**src/rtl/mem_pkg.sv**
```systemverilog
// Shared store-path definitions: func3 encodings, size-to-strobe helper and the
// FIFO entry layout (sized for the widest supported configuration).
package mem_pkg;
   localparam int XLEN_MAX = 64;
   localparam int ADDR_MAX = 64;

   localparam logic [2:0] F3_SB = 3'b000;
   localparam logic [2:0] F3_SH = 3'b001;
   localparam logic [2:0] F3_SW = 3'b010;
   localparam logic [2:0] F3_SD = 3'b011;

   typedef struct packed {
      logic [ADDR_MAX-1:0]   addr;
      logic [XLEN_MAX/8-1:0] wstrb;
      logic [XLEN_MAX-1:0]   wdata;
   } entry_t;

   function automatic logic [7:0] size_mask(input logic [2:0] func3);
      case (func3)
         F3_SB:   size_mask = 8'h01;
         F3_SH:   size_mask = 8'h03;
         F3_SW:   size_mask = 8'h0F;
         F3_SD:   size_mask = 8'hFF;
         default: size_mask = 8'h00;
      endcase
   endfunction
endpackage

```
**src/rtl/store_align.sv**
```systemverilog
// Combinational lane alignment of a store: byte strobes, shifted data and
// misalignment / illegal-width detection.
module store_align
   import mem_pkg::*;
#(
   parameter int XLEN = 64
) (
   input  logic [$clog2(XLEN/8)-1:0] addr,
   input  logic [2:0]                func3,
   input  logic [XLEN-1:0]           data,
   output logic [XLEN/8-1:0]         wstrb,
   output logic [XLEN-1:0]           wdata,
   output logic                      misalign,
   output logic                      illegal
);
   localparam int NB   = XLEN / 8;
   localparam int OFFW = $clog2(NB);

   logic [NB-1:0]   base;
   logic [XLEN-1:0] dmask;
   logic [OFFW-1:0] low_mask;

   always_comb begin
      base = NB'(size_mask(func3));
      for (int i = 0; i < NB; i++) dmask[8*i +: 8] = {8{base[i]}};
      wstrb = base << addr;
      wdata = (data & dmask) << {addr, 3'b000};
      case (func3[1:0])
         2'd0:    low_mask = '0;
         2'd1:    low_mask = OFFW'(1);
         2'd2:    low_mask = OFFW'(3);
         default: low_mask = OFFW'(7);
      endcase
      misalign = |(addr & low_mask);
      illegal  = func3[2] || (func3 == F3_SD && XLEN == 32);
   end
endmodule

```
**src/rtl/mem_store_buffer.sv**
```systemverilog
// Buffered MEM-stage store path: aligns stores, queues them in a DEPTH-entry
// FIFO drained to dmem over valid/ready, and flags load/store word overlaps.
module mem_store_buffer
   import mem_pkg::*;
#(
   parameter int XLEN       = 64,
   parameter int MEM_ADDR_W = 8,
   parameter int DEPTH      = 4
) (
   input  logic                  clk,
   input  logic                  rst,
   input  logic                  st_valid,
   output logic                  st_ready,
   input  logic [63:0]           st_addr,
   input  logic [2:0]            st_func3,
   input  logic [XLEN-1:0]       st_data,
   output logic                  st_misalign,
   output logic                  st_illegal,
   output logic                  mem_valid,
   input  logic                  mem_ready,
   output logic [MEM_ADDR_W-1:0] mem_addr,
   output logic [XLEN/8-1:0]     mem_wstrb,
   output logic [XLEN-1:0]       mem_wdata,
   input  logic [63:0]           ld_addr,
   output logic                  ld_hazard,
   output logic                  empty
);
   localparam int NB   = XLEN / 8;
   localparam int OFFW = $clog2(NB);
   localparam int PW   = $clog2(DEPTH);
   localparam int CW   = PW + 1;

   entry_t          mem_q [DEPTH];
   entry_t          mem_d [DEPTH];
   logic [DEPTH-1:0] vld_q, vld_d;
   logic [PW-1:0]   wr_ptr_q, wr_ptr_d, rd_ptr_q, rd_ptr_d;
   logic [CW-1:0]   count_q, count_d;
   logic            misalign_q, misalign_d, illegal_q, illegal_d;

   logic [NB-1:0]   al_wstrb;
   logic [XLEN-1:0] al_wdata;
   logic            al_mis, al_ill;
   logic            take, push, pop;
   entry_t          new_ent, head;

   store_align #(.XLEN(XLEN)) u_align (
      .addr     (st_addr[OFFW-1:0]),
      .func3    (st_func3),
      .data     (st_data),
      .wstrb    (al_wstrb),
      .wdata    (al_wdata),
      .misalign (al_mis),
      .illegal  (al_ill)
   );

   assign head        = mem_q[rd_ptr_q];
   assign st_ready    = (count_q != CW'(DEPTH));
   assign empty       = (count_q == '0);
   assign mem_valid   = vld_q[rd_ptr_q];
   assign mem_addr    = MEM_ADDR_W'(head.addr);
   assign mem_wstrb   = NB'(head.wstrb);
   assign mem_wdata   = XLEN'(head.wdata);
   assign st_misalign = misalign_q;
   assign st_illegal  = illegal_q;

   always_comb begin
      take = st_valid && st_ready;
      push = take && !al_ill && !al_mis;
      pop  = mem_valid && mem_ready;

      new_ent       = '0;
      new_ent.addr  = ADDR_MAX'(MEM_ADDR_W'(st_addr) & ~MEM_ADDR_W'(NB - 1));
      new_ent.wstrb = (XLEN_MAX/8)'(al_wstrb);
      new_ent.wdata = XLEN_MAX'(al_wdata);

      wr_ptr_d = push ? wr_ptr_q + PW'(1) : wr_ptr_q;
      rd_ptr_d = pop  ? rd_ptr_q + PW'(1) : rd_ptr_q;
      count_d  = count_q + CW'(push) - CW'(pop);

      // Clear before set: a push can only land on the popped slot when the FIFO is full, which blocks the push.
      vld_d = vld_q;
      if (pop)  vld_d[rd_ptr_q] = 1'b0;
      if (push) vld_d[wr_ptr_q] = 1'b1;

      mem_d = mem_q;
      if (push) mem_d[wr_ptr_q] = new_ent;

      illegal_d  = take && al_ill;
      misalign_d = take && al_mis && !al_ill;
   end

   always_comb begin
      ld_hazard = 1'b0;
      for (int i = 0; i < DEPTH; i++)
         if (vld_q[i] && ((MEM_ADDR_W'(mem_q[i].addr) >> OFFW) == (MEM_ADDR_W'(ld_addr) >> OFFW)))
            ld_hazard = 1'b1;
   end

   always_ff @(posedge clk or posedge rst) begin
      if (rst) begin
         for (int i = 0; i < DEPTH; i++) mem_q[i] <= '0;
         vld_q      <= '0;
         wr_ptr_q   <= '0;
         rd_ptr_q   <= '0;
         count_q    <= '0;
         misalign_q <= 1'b0;
         illegal_q  <= 1'b0;
      end else begin
         for (int i = 0; i < DEPTH; i++) mem_q[i] <= mem_d[i];
         vld_q      <= vld_d;
         wr_ptr_q   <= wr_ptr_d;
         rd_ptr_q   <= rd_ptr_d;
         count_q    <= count_d;
         misalign_q <= misalign_d;
         illegal_q  <= illegal_d;
      end
   end
endmodule

```
**config.mk**
```make
export PLATFORM = sky130hd
export DESIGN_NAME = mem_store_buffer
export DESIGN_NICKNAME = d
export VERILOG_FILES = /design/src/rtl/mem_pkg.sv /design/src/rtl/store_align.sv /design/src/rtl/mem_store_buffer.sv
export SDC_FILE = /design/constraint.sdc
export NUM_CORES = 1
export LEC_CHECK = 0
export BUFFER_PORTS_ARGS = -buffer_cell sky130_fd_sc_hd__buf_4
export CORE_MARGIN = 3
export CORE_UTILIZATION = 50
export CTS_CLUSTER_DIAMETER = 150
export DETAILED_ROUTE_END_ITERATION = 10
export GPL_ROUTABILITY_DRIVEN = 0
export PLACE_DENSITY = 0.83
export SLEW_MARGIN = 20
export SYNTH_ARGS = -nofsm -noshare
export SYNTH_HDL_FRONTEND = slang
export SYNTH_SLANG_ARGS = --single-unit
```
**constraint.sdc**
```tcl
create_clock -name clk -period 25.7 [get_ports clk]
set_input_delay 5.14 -clock clk [delete_from_list [all_inputs] [get_ports clk]]
set_output_delay 5.14 -clock clk [all_outputs]
set_load 0.01 [all_outputs]
```
==> impl_metrics.csv <==
group,metric,value,unit
outcome,outcome,"finished clean",
timing,tightest_slew,1086,ps
worst_setup_path,max_stage_delay,260,ps
clock_network,clk_pin_slew,60,ps
timing,fin_crit,11260,ps
yosys,syn_inst,1390,
yosys,yosys.area_share.adder,0.9442,%
detailed_routing,dr_total_vias,11806,
global_route,antenna_found_initial,1,
global_route,grt_util_all_layers,25.16,%
worst_setup_path,cp_num_buf_inv,2,
yosys,ys_warn_count,0,
timing,min_period_over_period,43.82,%
yosys,synth_top_flop_cell,"dfrtp_1",
worst_setup_path,critical_path.most_common_cell,"buf_4",
floorplan,floorplan.initialDensity,51.32,%
floorplan,placementRows,63,
timing,maxSlewHeadroom,27.07,%
layout,nNetsFinal,1703,
worst_hold_path,hold_depth,2,
timing,finalSetupViolations,0,
worst_hold_path,hp-class,"register to register",
clock_network,post_cts.repair.setup_buffers,0,
timing,hold_viol_final,0,
power_and_ir_drop,peakVddDrop,0.05975,mV
floorplan,ios,285,
clock_network,postCtsHoldBufs,0,
place,hpwl,27940,um
timing,timing.fmax,88.80,MHz
global_route,overflow,0,
yosys,synth-xor-area-share,1.367,%
clock_network,insertion_delay,520,ps
clock_network,cts_tree,"done",
yosys,synthDistinctLibCells,52,
yosys,synth.area.mux_share,17.94,%
layout,post-route-util,60.02,%
worst_setup_path,cpMaxStageDelayCell,"nor4_1",
global_route,grt_max_degree,140,
clock_network,cts_buffer_depth,3,
floorplan,fp.dieH,181.3,um
layout,final_common_cell,"dfrtp_1",
detailed_routing,drc_errors,0,
layout,fillers,2309,
clock_network,cts_max_level,2,
detailed_routing,via_per_inst,6.178,
yosys,syn_area,15370,um^2
clock_network,cts_root_buffer,"clkbuf_16",
worst_setup_path,critPathLaunchType,"input port",
power_and_ir_drop,powerDensity,99.42,nW/um^2
timing,rsz0062_at_grt,"no",
clock_network,cts.sinks,321,
yosys,async_flop_share,100.0,%
layout,drive_gt1_share,25.92,%
worst_setup_path,crit_chain,"buf_4, xor2_1, nor4_1, and3_1, a31oi_1, nand3_1, buf_4",
worst_setup_path,end_kind,"output port",
worst_setup_path,r2r_cells,10,
worst_setup_path,crit_fanout,4,
yosys,synth_top_family_by_area,"multiplexers",
power_and_ir_drop,p_leak,0.008070,uW
worst_setup_path,worstPathRequired,20560,ps
worst_setup_path,cp_data_arrival_time,6120,ps
place,numPortBuffers,166,
yosys,synth_simple_gate_area_share,9.621,%
timing,drv_slew,0,
worst_setup_path,r2r_slack,21800,ps
timing,fin_tns_setup,0,ps
floorplan,core-area,29950,um^2
detailed_routing,wl_per_cell,21.93,um
floorplan,die_w,181.3,um
detailed_routing,routed_wl,41920,um
yosys,ys_seq_area_share,52.25,%
global_route,grt_pass1_wl,66050,um
yosys,synth_compound_area_share,14.34,%
run,maxCapViolations,0,
layout,mostFrequentLayoutCells,"dfrtp_1 (319), nand2_1 (295), o21ai_0 (264), buf_4 (175), mux4_2 (78)",
worst_setup_path,path_class,"input port to output port",
clock_network,cts_resized,0,
clock_network,numCtsBuffers,35,
detailed_routing,first_pass_iters,6,
worst_setup_path,cp_num_cells,7,
layout,area_delta_synth_final,16.95,%
yosys,avgSynthCellArea,11.06,um^2
floorplan,design.die.area,32880,um^2
global_route,grt_pass1_vias,11699,
timing,skew,23.26,ps
detailed_routing,ant_nets,0,
yosys,synth_edf_count,0,
worst_setup_path,crit_family,"simple AND/OR/NAND/NOR gates",
detailed_routing,drtIter0Drc,1410,
yosys,ys_ff_latch,321,
layer usage:
metal  share of wire, %  vias to the layer above  routed length [um]  track usage, %
li1                   -                     5184                   -               -
met1                 40                     5798               16840           35.50
met2                 45                      698               18990           38.45
met3                9.5                      126                3982           4.671
met4                5.0                        0                2106           11.18
met5                  0                        -                   0               0
sequential cells by signal, summed over array words and instances, names as in the netlist:
name	count
rd_ptr_q	2
vld_q	4
mem_q	308
wr_ptr_q	2
st_illegal	1
count_q	3
st_misalign	1
worst paths after layout:
| path | from | end |
|---|---|---|
| min in group asynchronous | rst | mem_q[468] |
| hold reg to reg | mem_q[454] | mem_q[454] |
| hold / removal | mem_q[454] | mem_q[454] |
| setup / recovery | ld_addr[6] | ld_hazard |
| setup reg to reg | rd_ptr_q[1] | count_q[2] |
| max in group asynchronous | rst | mem_q[212] |
metrics by stage:
step / cells / instance area [um^2] / power (uW) / setup WS [ps] / hold slack (ps)
after floorplan: 1392 / 15380 / 1060 / 11680 / 443.7
after global placement: 1846 / 16740 / 1233 / 14430 / 455.7
after detailed placement: 1846 / 16740 / 1260 / 14430 / 465.4
after CTS: 1910 / 17970 / 1796 / 14430 / 479.3
after global routing: 1911 / 17980 / 1873 / 14320 / 498.2
final: 1911 / 17980 / 1787 / 14440 / 474.6
worst register-to-register path: cells and delay by family, from the launching register on:
family,cells,cell delay (ps)
AND/OR/NAND/NOR,1,450
XOR/XNOR,2,320
multiplexers,1,390
buffers and inverters,3,880
flip-flops,1,890
adder cells (fa/ha/maj),3,890
final cells by class:
type / instances / area, um^2 / share of cell area (%)
Sequential cell: 321 / 8040 / 44.72
Multi-Input combinational cell: 948 / 6853 / 38.12
Timing Repair Buffer: 175 / 1314 / 7.307
Clock buffer: 51 / 1037 / 5.769
Tap cell: 390 / 488.0 / 2.714
Clock inverter: 13 / 191.4 / 1.065
Inverter: 12 / 52.55 / 0.2923
Antenna cell: 1 / 2.502 / 0.01392
power breakdown:
part | internal (uW) | switching, uW
registers | 638 | 101
clock network | 323 | 209
logic | 264 | 252
total | 1220 | 562
cell usage after synthesis, types with 12 or more instances:
master	number	area [um^2]
xor2_1	16	140.1
nand2_1	299	1122
inv_1	12	45.04
dfrtp_1	321	8033
mux2i_1	19	190.2
clkbuf_1	73	274.0
a21oi_1	19	95.09
o22a_1	16	140.1
mux4_2	78	1757
nor2_1	22	82.58
buf_1	17	63.81
mux2_2	72	810.8
o21ai_0	264	1321
cell families (layout without fill, tap and decap cells):
family                     after synthesis  count (layout)
xor gates and xnor gates                24              24
other                                    1               4
DFF                                    321             321
AOI/OAI and AO/OA                      374             374
buffers and inverters                  123             251
muxes                                  169             169
and+or+nand+nor                        367             367
adders and majority gates               11              11
(Power assumes the default switching activity.)
